## config.mk

```make
export PLATFORM = sky130hd
export DESIGN_NAME = dda_result_fifo
export DESIGN_NICKNAME = d
export VERILOG_FILES = /design/src/rtl/dda_result_fifo.sv
export SDC_FILE = /design/constraint.sdc
export NUM_CORES = 1
export LEC_CHECK = 0
export ABC_AREA = 1
export CAP_MARGIN = 5
export CORE_ASPECT_RATIO = 0.5
export CORE_MARGIN = 3
export CORE_UTILIZATION = 40
export DETAILED_ROUTE_END_ITERATION = 12
export PLACE_DENSITY_LB_ADDON = 0.12
export SYNTH_ARGS = -nofsm -noshare
export SYNTH_HDL_FRONTEND = slang
export SYNTH_SLANG_ARGS = --single-unit
```

## constraint.sdc

```tcl
create_clock -name clk_in -period 4.5 [get_ports clk_in]
set_input_delay 1.125 -clock clk_in [delete_from_list [all_inputs] [get_ports clk_in]]
set_output_delay 1.125 -clock clk_in [all_outputs]
set_load 0.05 [all_outputs]
```

## src/rtl/dda_result_fifo.sv

```systemverilog
// dda_result_fifo: first-word-fall-through elastic buffer carrying 48-bit DDA
// ray results to the transformation stage, with end-of-frame and overflow flags.
module dda_result_fifo #(
  parameter int DEPTH        = 16,
  parameter int SCREEN_WIDTH = 320
) (
  input  logic                     clk_in,
  input  logic                     rst_in,
  input  logic [10:0]              hcount_ray_in,
  input  logic [15:0]              lineHeight_in,
  input  logic                     wallType_in,
  input  logic [3:0]               mapData_in,
  input  logic [15:0]              wallX_in,
  input  logic                     ray_valid_in,
  output logic                     ray_ready_out,
  output logic [10:0]              hcount_ray_out,
  output logic [15:0]              lineHeight_out,
  output logic                     wallType_out,
  output logic [3:0]               mapData_out,
  output logic [15:0]              wallX_out,
  output logic                     valid_out,
  input  logic                     ready_in,
  output logic [$clog2(DEPTH):0]   count_out,
  output logic                     frame_done_out,
  output logic                     overflow_out
);

  localparam int AW = $clog2(DEPTH);
  localparam int CW = AW + 1;

  logic [47:0]   mem [DEPTH];
  logic [AW-1:0] wr_ptr;
  logic [AW-1:0] rd_ptr;
  logic [CW-1:0] count;
  logic [47:0]   wr_rec;
  logic [47:0]   head_rec;
  logic          push;
  logic          pop;

  // Ready comes only from the registered count, so ready_in never reaches it.
  assign ray_ready_out = (count < CW'(DEPTH));
  assign valid_out     = (count != '0);
  assign count_out     = count;

  assign push = ray_valid_in && ray_ready_out;
  assign pop  = valid_out && ready_in;

  assign wr_rec   = {hcount_ray_in, lineHeight_in, wallType_in, mapData_in, wallX_in};
  assign head_rec = mem[rd_ptr];

  // Head record is presented directly; forced to zero while empty or in reset.
  always_comb begin
    {hcount_ray_out, lineHeight_out, wallType_out, mapData_out, wallX_out} = '0;
    if (valid_out) begin
      {hcount_ray_out, lineHeight_out, wallType_out, mapData_out, wallX_out} = head_rec;
    end
  end

  // Record storage; contents need no reset since emptiness gates the outputs.
  always_ff @(posedge clk_in) begin
    if (push) begin
      mem[wr_ptr] <= wr_rec;
    end
  end

  // Pointers and occupancy; simultaneous push and pop leave count unchanged.
  always_ff @(posedge clk_in or posedge rst_in) begin
    if (rst_in) begin
      wr_ptr <= '0;
      rd_ptr <= '0;
      count  <= '0;
    end else begin
      if (push) wr_ptr <= wr_ptr + 1'b1;
      if (pop)  rd_ptr <= rd_ptr + 1'b1;
      case ({push, pop})
        2'b10:   count <= count + 1'b1;
        2'b01:   count <= count - 1'b1;
        default: count <= count;
      endcase
    end
  end

  // Sticky drop flag and a one-cycle pulse when the frame's last column leaves.
  always_ff @(posedge clk_in or posedge rst_in) begin
    if (rst_in) begin
      overflow_out   <= 1'b0;
      frame_done_out <= 1'b0;
    end else begin
      if (ray_valid_in && !ray_ready_out) overflow_out <= 1'b1;
      frame_done_out <= pop && (hcount_ray_out == 11'(SCREEN_WIDTH - 1));
    end
  end

endmodule

```

==> results.md, run 1 <==
* Outcome: finished, final reports clean
* DRC at 0
* Ys Warns at 0
* Final hold viol count at 0
* Unrepaired setup endpoints after global routing: false
* Post-DRT Antenna Nets at 0
* Fin crit period at 4.246 ns
* Static Leak at 11.87 nW
* Worst skew pair latency at 0.62 ns
* Fmax at 235.5 MHz
* Avg WL per Cell at 24.03 um
* Htree depth at 3
* Starting density of the core at 0.4079
* Reg2reg start: count_out[0]
* Crit path max fanout at 107
* Die height at 202.7 um
* Clock Tree Buf Depth at 3
* Initial drt markers at 1790
* Drt via density at 5.501
* CTS tree: built
* Critical path type: reg -> out
* Total power at 25.73 mW
* Worst setup SP type: flip-flop
* Global Route Usage Sum at 0.2071
* Flops & latches, synth at 783
* Largest net degree at the start of global routing at 121
* Die width at 399.4 um
* Final Hold Slack at 0.4672 ns
* Via count at 19220
* First-pass GRT wire length at 124500 um
* Post-Layout Inst Area at 36180 um^2
* Mapped cell area at 30950 um^2
* Syn-to-layout area delta at 16.92%
* Total wire length at 83970 um
* CTS buffer count at 72
* Hold Startpoint: overflow_out
* Final setup vio count at 0
* Met3 WL at 4540 um
* CTS Root Cell: clkbuf_16
* Vias in the first global route at 18330
* Yosys cell types at 27
* Synth Instances at 2334
* Highest Signal Layer: met4
* Syn Nets at 2395
* Area post-placement at 33940 um^2
* Post-synthesis sequential area ratio at 0.7573
* Nets at 2479
* Post-DP HPWL at 40520 um
* Syn_area_per_cell at 13.26 um^2
* Pre-Repair DR Iteration Count at 5
* Final clock skew at 0.01772 ns
* I/O Buffers at 108
* CP arrival at 3.12 ns
* Routed wl met2 at 39100 um
* GR Overflow Total at 0
* Final GP Congestion at 0.7486
* Rel. slew slack at 0.4657
* Clock slew at reported path FFs at 0.06 ns
* Crit end category: primary output
* Die area at 80940 um^2
* Final Cycle Share at 0.9436
* DP Worst Slack at 0.7608 ns
* M1 wire length at 38630 um
* Worst Tran Pin Value at 0.8006 ns
* CP required at 3.38 ns
* Placed insts at 3365
* # rows at 71
* Clock tree sinks at 783
* Setup_tns at 0 ns
* Core area at 75870 um^2
* Top Ports at 109
* Finished Layout Cells at 3494
* Initial antenna violation count at 1
* Maximum capacitance violations at 0
* Worst min path class: reg -> reg
* Layout Utilization at 0.4769
* Layout cells sized above 1 at 0.09591
* Final Slew Violations at 0
* Power Dens Cells at 711.1 nW/um^2
* Peak VDD IR at 0.7230 mV
* Setup WS post-layout at 0.2539 ns
* Crit path from: rd_ptr[0]
[what timing repair did]
| action | in CTS | in global routing |
|---|---|---|
| endpoints found under the setup margin | 0 | 4 |
| hold buffers | 0 | 0 |
| resized for setup | 0 | 1 |
| buffers inserted | 0 | 1 |
[cell type report]
cell class / instances / area, um^2
antenna: 1 / 2.502
clock buffer: 95 / 1962
inverter: 41 / 178.9
multi-input combinational: 1347 / 6710
tap: 1022 / 1279
sequential: 783 / 23450
timing repair buffer: 173 / 2341
clock inverter: 32 / 259.0
fill: 6651 / 39680
[logic make-up after synthesis]
group                      Yosys count  synth area share
adders and majority gates            9          0.003639
and+or+nand+nor                    771           0.09958
xor gates and xnor gates            12          0.003396
buffers and inverters              204           0.02972
DFF                                783            0.7573
AOI/OAI and AO/OA                  555            0.1063
[registers in the layout, summed over array words and instances (netlist names)]
name	cells
frame_done_out	1
rd_ptr	4
count_out	5
overflow_out	1
mem	768
wr_ptr	4
[cells in the mapped netlist]
| cell | n | share of area |
|---|---|---|
| o211ai_2 | 3 | 0.0012 |
| o21ai_1 | 14 | 0.0023 |
| buf_2 | 46 | 0.0074 |
| nand3_1 | 144 | 0.023 |
| a21oi_1 | 50 | 0.0081 |
| inv_2 | 1 | 0.00012 |
| buf_6 | 6 | 0.0022 |
| ha_1 | 9 | 0.0036 |
| nor2_1 | 402 | 0.049 |
| o21ai_0 | 328 | 0.053 |
| dfrtp_1 | 15 | 0.012 |
| o22ai_1 | 38 | 0.0077 |
| xor2_1 | 9 | 0.0025 |
| inv_1 | 38 | 0.0046 |
| or2_0 | 1 | 0.00020 |
| clkinv_1 | 1 | 0.00012 |
| nand2_1 | 222 | 0.027 |
| xnor2_1 | 3 | 0.00085 |
| buf_1 | 10 | 0.0012 |
| a21o_1 | 1 | 0.00024 |
| o211ai_1 | 11 | 0.0027 |
| clkbuf_1 | 88 | 0.011 |
| o221ai_1 | 110 | 0.031 |
| inv_4 | 1 | 0.00020 |
| nand4_1 | 2 | 0.00040 |
| edfxtp_1 | 768 | 0.75 |
| buf_4 | 13 | 0.0032 |
[layer usage]
| layer | GRT usage | vias up |
|---|---|---|
| met5 | 0 | - |
| met4 | 0.04931 | 0 |
| met3 | 0.03070 | 102 |
| met2 | 0.3249 | 559 |
| met1 | 0.3051 | 9729 |
| li1 | - | 8832 |
[final timing paths]
| path | to | slack (ns) | cells after the start |
|---|---|---|---|
| worst max register to register | count_out[4] | 1.87 | 15 |
| worst min-delay path | overflow_out | 0.47 | 1 |
| worst max-delay path | wallX_out[5] | 0.25 | 7 |
| min in group asynchronous | count_out[3] | 0.96 | 2 |
| max in group asynchronous | rd_ptr[2] | 2.95 | 2 |
| worst min register to register | overflow_out | 0.47 | 1 |
[worst max-delay path: stages, from the launching register on]
cell and delay, ns:
dfrtp_4 0.63, inv_16 0.35, buf_12 0.29, nor2_1 0.06, o221ai_1 0.22, nand3_1 0.15, a21oi_1 0.48, buf_12 0.21
[report_power, final]
part	switching [mW]	internal (mW)	leakage, nW
clock	2.63	3.30	1.09
sequential	0.194	8.56	7.09
combinational	7.36	3.69	3.68
total	10.2	15.5	11.9
[cells in the final DEF, fill, tap and decap left out, types with 4 or more instances in the layout]
cell type / netlist / routed
o211ai_1: 11 / 11
o21ai_0: 328 / 328
ha_1: 9 / 9
clkbuf_16: 0 / 75
clkinv_2: 0 / 13
nor2_1: 402 / 386
clkinv_1: 1 / 12
nand3_1: 144 / 144
inv_1: 38 / 36
clkdlybuf4s50_1: 0 / 60
buf_12: 0 / 71
dfrtp_1: 15 / 11
edfxtp_1: 768 / 768
o221ai_1: 110 / 110
inv_6: 0 / 4
bufinv_16: 0 / 4
buf_4: 13 / 41
xor2_1: 9 / 9
nand2_1: 222 / 222
clkbuf_1: 88 / 19
o22ai_1: 38 / 38
nor2_4: 0 / 16
a21oi_1: 50 / 50
o21ai_1: 14 / 14
(Power assumes the default switching activity.)
==> inputs of run 2 (changes only) <==
--- a/config.mk
+++ b/config.mk
@@ -5,13 +5,13 @@
 export SDC_FILE = /design/constraint.sdc
 export NUM_CORES = 1
 export LEC_CHECK = 0
-export ABC_AREA = 1
 export CAP_MARGIN = 5
 export CORE_ASPECT_RATIO = 0.5
 export CORE_MARGIN = 3
 export CORE_UTILIZATION = 40
 export DETAILED_ROUTE_END_ITERATION = 12
 export PLACE_DENSITY_LB_ADDON = 0.12
+export REMOVE_ABC_BUFFERS = 1
 export SYNTH_ARGS = -nofsm -noshare
 export SYNTH_HDL_FRONTEND = slang
 export SYNTH_SLANG_ARGS = --single-unit
==> results.md, run 2 <==
* Unrepaired setup endpoints after global routing: false
* CTS tree: built
* Largest area contributor in the netlist: edfxtp_1
* Yosys cell types at 49 (+81%)
* Via count at 13650 (-29%)
* Final Slew Violations at 0 (unchanged)
* Post-synth EDFFs at 768 (unchanged)
* Die width at 394.3 um (-1.3%)
* Diode count at 0 (-1)
* Vias in the first global route at 14630 (-20%)
* Final setup vio count at 0 (unchanged)
* Post-DP HPWL at 37310 um (-7.9%)
* Main synth FF type: edfxtp_1
* Fmax at 229.4 MHz (-2.6%)
* Synth Instances at 1256 (-46%)
* Syn-to-layout area delta at 16.74%
* Flops & latches, synth at 783 (unchanged)
* CP required at 3.38 ns (about the same)
* # rows at 70 (-1.4%)
* Commonest non-fill, non-tap cell in the layout: edfxtp_1
* CP arrival at 3.24 ns (+0.12 ns)
* Avg WL per Cell at 28.61 um (+19%)
* Drt via density at 5.465 (-0.66%)
* Largest net degree at the start of global routing at 69 (-43%)
* Mapped cell area at 30160 um^2 (-2.6%)
* GR Overflow Total at 0 (unchanged)
* Fin crit period at 4.360 ns (+0.1140 ns)
* Final Cycle Share at 0.9689 (+0.02533)
* Syn_area_per_cell at 24.01 um^2 (+81%)
* Final hold viol count at 0 (unchanged)
* Slowest stage cell on the critical path: dfrtp_4
* Final clock skew at 0.01461 ns (-0.003119 ns)
* Most frequent cells in the layout: edfxtp_1 (768), mux4_2 (225), clkbuf_16 (74)
* Reg area at 23450 um^2 (unchanged)
* Peak VDD IR at 0.3033 mV (-58%)
* I/O Buffers at 108 (unchanged)
* Worst Tran Pin Value at 0.7557 ns (-0.04490 ns)
* First-pass GRT wire length at 103800 um (-17%)
* Hold Buf Count CTS at 0 (unchanged)
* Total wire length at 71450 um (-15%)
* Die height at 200.2 um (-1.2%)
* Die area at 78920 um^2 (-2.5%)
* Rel. slew slack at 0.4962 (+0.03052)
* Outcome: finished, final reports clean
* Fill cell count at 5944 (-11%)
* Yosys top cell area share at 0.7648 (+0.01957)
* Power Dens Cells at 657.1 nW/um^2 (-7.6%)
* Pre-Repair DR Iteration Count at 5 (unchanged)
* Crit end category: primary output
* CTS Root Cell: clkbuf_16
* Post-synth top cells: edfxtp_1 (768), mux4_2 (225), and2_1 (60)
* Total power at 23.13 mW (-10%)
* Static Leak at 11.05 nW (-6.9%)
* Clock Tree Buf Depth at 3 (unchanged)
* Worst skew pair latency at 0.62 ns (about the same)
* Most frequent cell after synthesis: edfxtp_1
* Synth top area cells: edfxtp_1 (76%), mux4_2 (17%), and2_1 (1.2%)
* Global Route Usage Sum at 0.1826 (-0.02450)
* Max FFs per register at 768 (unchanged)
* Core area at 73830 um^2 (-2.7%)
* Multi-input gate area at 6381 um^2 (-4.9%)
* Post-DRT Antenna Nets at 0 (unchanged)
* Starting density of the core at 0.4084 (+0.0004993)
* Asr flop ratio synth at 0.01916 (unchanged)
* Crit path max fanout at 68 (-36%)
* Post-Layout Inst Area at 35200 um^2 (-2.7%)
* DRC at 0 (unchanged)
* Clock tree sinks at 783 (unchanged)
* Critical path's largest stage delay at 0.60 ns (-0.03 ns)
* Worst min path class: reg -> reg
* Post-synthesis sequential area ratio at 0.7772 (+0.01989)
* Most flops, register: mem
* Ys Warns at 0 (unchanged)
* Nets at 1498 (-40%)
* Clock slew at reported path FFs at 0.06 ns (about the same)
* Maximum capacitance violations at 0 (unchanged)
* WP buf/inv at 3 (unchanged)
* Layout Utilization at 0.4768 (about the same)
* Layout cells sized above 1 at 0.3109 (+0.2150)
* Htree depth at 3 (unchanged)
* Initial drt markers at 1449 (-19%)
* Top Ports at 109 (unchanged)
* Crit path cell chain: buf_16, buf_4, mux4_2, mux4_2, and2_1, buf_4
* CP top delay family: buffers and inverters
* Worst setup SP type: flip-flop
* Final GP Congestion at 0.7416 (-0.94%)
* Area post-placement at 32870 um^2 (-3.2%)
* CTS buffer count at 72 (unchanged)
* Initial antenna violation count at 0 (-1)
* Critical path type: reg -> out
-- run 2: cell types whose count changed after synthesis, moves of 10 or more --
cell	delta
nor2_1	-387
o21ai_0	-322
mux4_2	+225
nand2_1	-215
nand3_1	-142
o221ai_1	-110
clkbuf_1	-62
and2_1	+60
a21oi_1	-47
o22ai_1	-37
inv_1	-30
buf_2	-25
o21ai_1	-14
a22o_1	+10
-- run 2: cell type report --
| type | count | share of cell area |
|---|---|---|
| multi-input cells | 403 | 0.1813 |
| flip-flops and latches | 783 | 0.6661 |
| clock inverters | 35 | 0.009454 |
| inverters | 9 | 0.0009952 |
| clock buffers | 91 | 0.05441 |
| well taps | 1008 | 0.03583 |
| repair buffers | 168 | 0.05193 |
-- run 2: worst paths after layout --
kind,startpoint,to,slack (ns),depth (start not counted)
hold / removal,overflow_out,overflow_out,0.47,1
hold reg to reg,overflow_out,overflow_out,0.47,1
setup / recovery,rd_ptr[1],wallX_out[13],0.14,6
max in group asynchronous,rst_in,rd_ptr[1],3.15,2
setup reg to reg,count_out[1],count_out[4],1.11,13
min in group asynchronous,rst_in,count_out[3],0.89,2
-- run 2: metrics by stage --
stage / hold slack, ns / TNS [ns] / instances / worst slack (ns)
after floorplan: 0.4930 / -262.23 / 1195 / -5.745
after global placement: 0.4442 / 0 / 2366 / 0.5767
after detailed placement: 0.4750 / 0 / 2366 / 0.5658
after CTS: 0.4896 / -0.001926 / 2494 / -0.001926
after global routing: 0.4997 / 0 / 2497 / 0.004892
final: 0.4737 / 0 / 2497 / 0.1399
-- run 2: power breakdown --
part           switching (mW)  total, mW  internal [mW]  leakage [nW]
sequential              0.288       8.79           8.50          7.09
combinational            4.77       8.38           3.61          2.86
clock                    2.61       5.97           3.36          1.10
total                    7.66       23.1           15.5          11.1
-- run 2: kinds of logic after synthesis --
| family | after synthesis | synth area share |
|---|---|---|
| AOI/OAI and AO/OA | 33 | 0.008215 |
| xor gates and xnor gates | 12 | 0.003485 |
| adders and majority gates | 9 | 0.003734 |
| buffers and inverters | 70 | 0.01199 |
| DFF | 783 | 0.7772 |
| muxes | 240 | 0.1738 |
| and+or+nand+nor | 109 | 0.02158 |
-- run 2: per-layer routing --
| layer | part of all wire | GRT usage |
|---|---|---|
| met3 | 0.047 | 0.03437 |
| met1 | 0.46 | 0.2682 |
| met2 | 0.47 | 0.2873 |
| met5 | 0 | 0 |
| met4 | 0.017 | 0.03815 |
-- run 2: what timing repair did --
item | in CTS | in global routing
setup buffers | 2 | 3
hold endpoints to repair | 0 | 0
setup endpoints to repair | 22 | 14
resized for setup | 5 | 1
==> inputs of run 3 (changes only) <==
--- a/config.mk
+++ b/config.mk
@@ -7,7 +7,7 @@
 export LEC_CHECK = 0
 export CAP_MARGIN = 5
 export CORE_ASPECT_RATIO = 0.5
-export CORE_MARGIN = 3
+export CORE_MARGIN = 5
 export CORE_UTILIZATION = 40
 export DETAILED_ROUTE_END_ITERATION = 12
 export PLACE_DENSITY_LB_ADDON = 0.12
==> results.md, run 3 (synthesis results as in run 2) <==
* Drt via density at 5.482 (+0.31%)
* Outcome: finished, final reports clean
* Critical path type: reg -> out
* CTS Root Cell: clkbuf_16
* Switch Pwr at 7.633 mW (-0.38%)
* Initial antenna violation count at 1 (+1)
* Post-DP HPWL at 38270 um (+2.6%)
* # rows at 71 (+1.4%)
* Die height at 204.2 um (+2.0%)
* Layout cells sized above 1 at 0.3058 (-0.005167)
* Hold path cells at 1 (unchanged)
* DRC at 0 (unchanged)
* Crit path max fanout at 34 (-50%)
* Worst Tran Pin Value at 0.7875 ns (+0.03180 ns)
* Static Leak at 11.01 nW (-0.39%)
* Sw frac at 0.3325 (+0.001264)
* Area post-placement at 32890 um^2 (about the same)
* First-pass GRT wire length at 104400 um (+0.56%)
* Post-DRT Antenna Nets at 0 (unchanged)
* GR Overflow Total at 0 (unchanged)
* Max FFs per register at 768 (unchanged)
* Avg WL per Cell at 28.53 um (-0.28%)
* Worst setup SP type: flip-flop
* Crit end category: primary output
* Vias in the first global route at 14630 (-0.021%)
* Maximum capacitance violations at 0 (unchanged)
* Worst skew pair latency at 0.62 ns (about the same)
* CTS buffer count at 73 (+1.4%)
* Power Dens Cells at 653.1 nW/um^2 (-0.62%)
* CP required at 3.38 ns (about the same)
* Syn-to-layout area delta at 16.58%
* Setup WS post-layout at 0.1868 ns (+0.04681 ns)
* Final Slew Violations at 0 (unchanged)
* Starting density of the core at 0.4022 (-0.006230)
* Core area at 74980 um^2 (+1.5%)
* R2R depth at 13 (unchanged)
* Final setup vio count at 0 (unchanged)
* Via count at 13770 (+0.87%)
* Worst min path class: reg -> reg
* Clock Tree Buf Depth at 3 (unchanged)
* Pre-Repair DR Iteration Count at 5 (unchanged)
* Initial drt markers at 1336 (-7.8%)
* Fin crit period at 4.313 ns (-0.04681 ns)
* CTS tree: built
* Rel. slew slack at 0.4750 (-0.02120)
* DP Worst Slack at 0.4666 ns (-0.09920 ns)
* Die area at 81310 um^2 (+3.0%)
* I/O Buffers at 108 (unchanged)
* Fmax at 231.8 MHz (+1.1%)
* CP arrival at 3.19 ns (-0.05 ns)
* Final GP Congestion at 0.7358 (-0.78%)
* Power Internal at 15.33 mW (-0.95%)
* Clock tree sinks at 783 (unchanged)
* Unrepaired setup endpoints after global routing: false
* Final Cycle Share at 0.9585 (-0.01040)
* Die width at 398.3 um (+1.0%)
* Global Route Usage Sum at 0.1792 (-0.003368)
* Setup_tns at 0 ns (unchanged)
* Commonest non-fill, non-tap cell in the layout: edfxtp_1
* Most flops, register: mem
* Post-Layout Inst Area at 35150 um^2 (-0.14%)
* Nets at 1501 (+0.20%)
* Peak VDD IR at 0.3122 mV (+2.9%)
* Gate power share at 0.364 (+0.002)
* Top Ports at 109 (unchanged)
* Final clock skew at 0.01525 ns (+0.0006467 ns)
* Flop pwr share at 0.383 (+0.003)
* Htree depth at 3 (unchanged)
* Largest net degree at the start of global routing at 49 (-29%)
* Most frequent cells in the layout: edfxtp_1 (768), mux4_2 (225), clkbuf_16 (76)
* Final hold viol count at 0 (unchanged)
* Total wire length at 71650 um (+0.28%)
* Clock slew at reported path FFs at 0.07 ns (about the same)
* Clock network power share at 0.253 (-0.005)
* Hold Buf Count CTS at 0 (unchanged)
-- run 3: cell types whose count changed in the layout (fill, tap and decap cells not counted), moves of 4 or more --
cell       delta
and2_4       +16
clkinv_2      -6
bufinv_16     -4
and2_2       -16
clkbuf_1      +4
-- run 3: worst paths after layout --
| kind | start | endpoint | slack (ns) |
|---|---|---|---|
| max in group asynchronous | rst_in | rd_ptr[1] | 3.07 |
| hold reg to reg | overflow_out | overflow_out | 0.47 |
| min in group asynchronous | rst_in | count_out[2] | 0.93 |
| hold / removal | overflow_out | overflow_out | 0.47 |
| setup / recovery | rd_ptr[2] | hcount_ray_out[9] | 0.19 |
| setup reg to reg | count_out[1] | count_out[4] | 0.62 |
-- run 3: timing repair --
action	CTS	global route
endpoints found under the setup margin	37	11
resized for setup	1	1
setup buffers	6	1
-- run 3: area by class of cell --
class                      count  area (um^2)
timing repair buffer         170         1819
inverter                       9        35.03
tap                         1022         1279
clock buffer                  97         1981
sequential                   783        23450
fill                        6146        39820
antenna                        1        2.502
clock inverter                26        188.9
multi-input combinational    403         6399
-- run 3: through the flow --
step / cells / hold slack, ns / utilization / power, mW
after floorplan: 1195 / 0.4930 / - / 14.61
after global placement: 2380 / 0.4436 / 0.4386 / 17.27
after global routing: 2511 / 0.4876 / 0.4689 / 23.96
final: 2511 / 0.4656 / 0.4689 / 22.96
after detailed placement: 2380 / 0.4560 / 0.4386 / 17.34
after CTS: 2509 / 0.4713 / 0.4686 / 23.25
-- run 3: critical path, stage by stage, from the launching register on --
cell	delay [ns]
dfrtp_4	0.79
mux4_2	0.40
a22o_1	0.25
a221oi_2	0.29
nor2_1	0.09
clkdlybuf4s50_1	0.72
-- run 3: power by group through the flow --
| stage | logic, mW | registers (mW) | clock network (mW) |
|---|---|---|---|
| after global routing | 8.86 | 8.84 | 6.26 |
| after CTS | 8.47 | 8.82 | 5.96 |
| after detailed placement | 8.31 | 9.03 | 0 |
| final | 8.35 | 8.80 | 5.81 |
| after floorplan | 5.22 | 9.39 | 0 |
| after global placement | 8.26 | 9.00 | 0 |
-- run 3: routing by layer --
| layer | vias up | routed length, um | global-route usage |
|---|---|---|---|
| li1 | 5702 | - | - |
| met1 | 7590 | 33650 | 0.2709 |
| met2 | 372 | 32990 | 0.2744 |
| met3 | 102 | 3629 | 0.03153 |
| met4 | 0 | 1379 | 0.04218 |
| met5 | - | 0 | 0 |
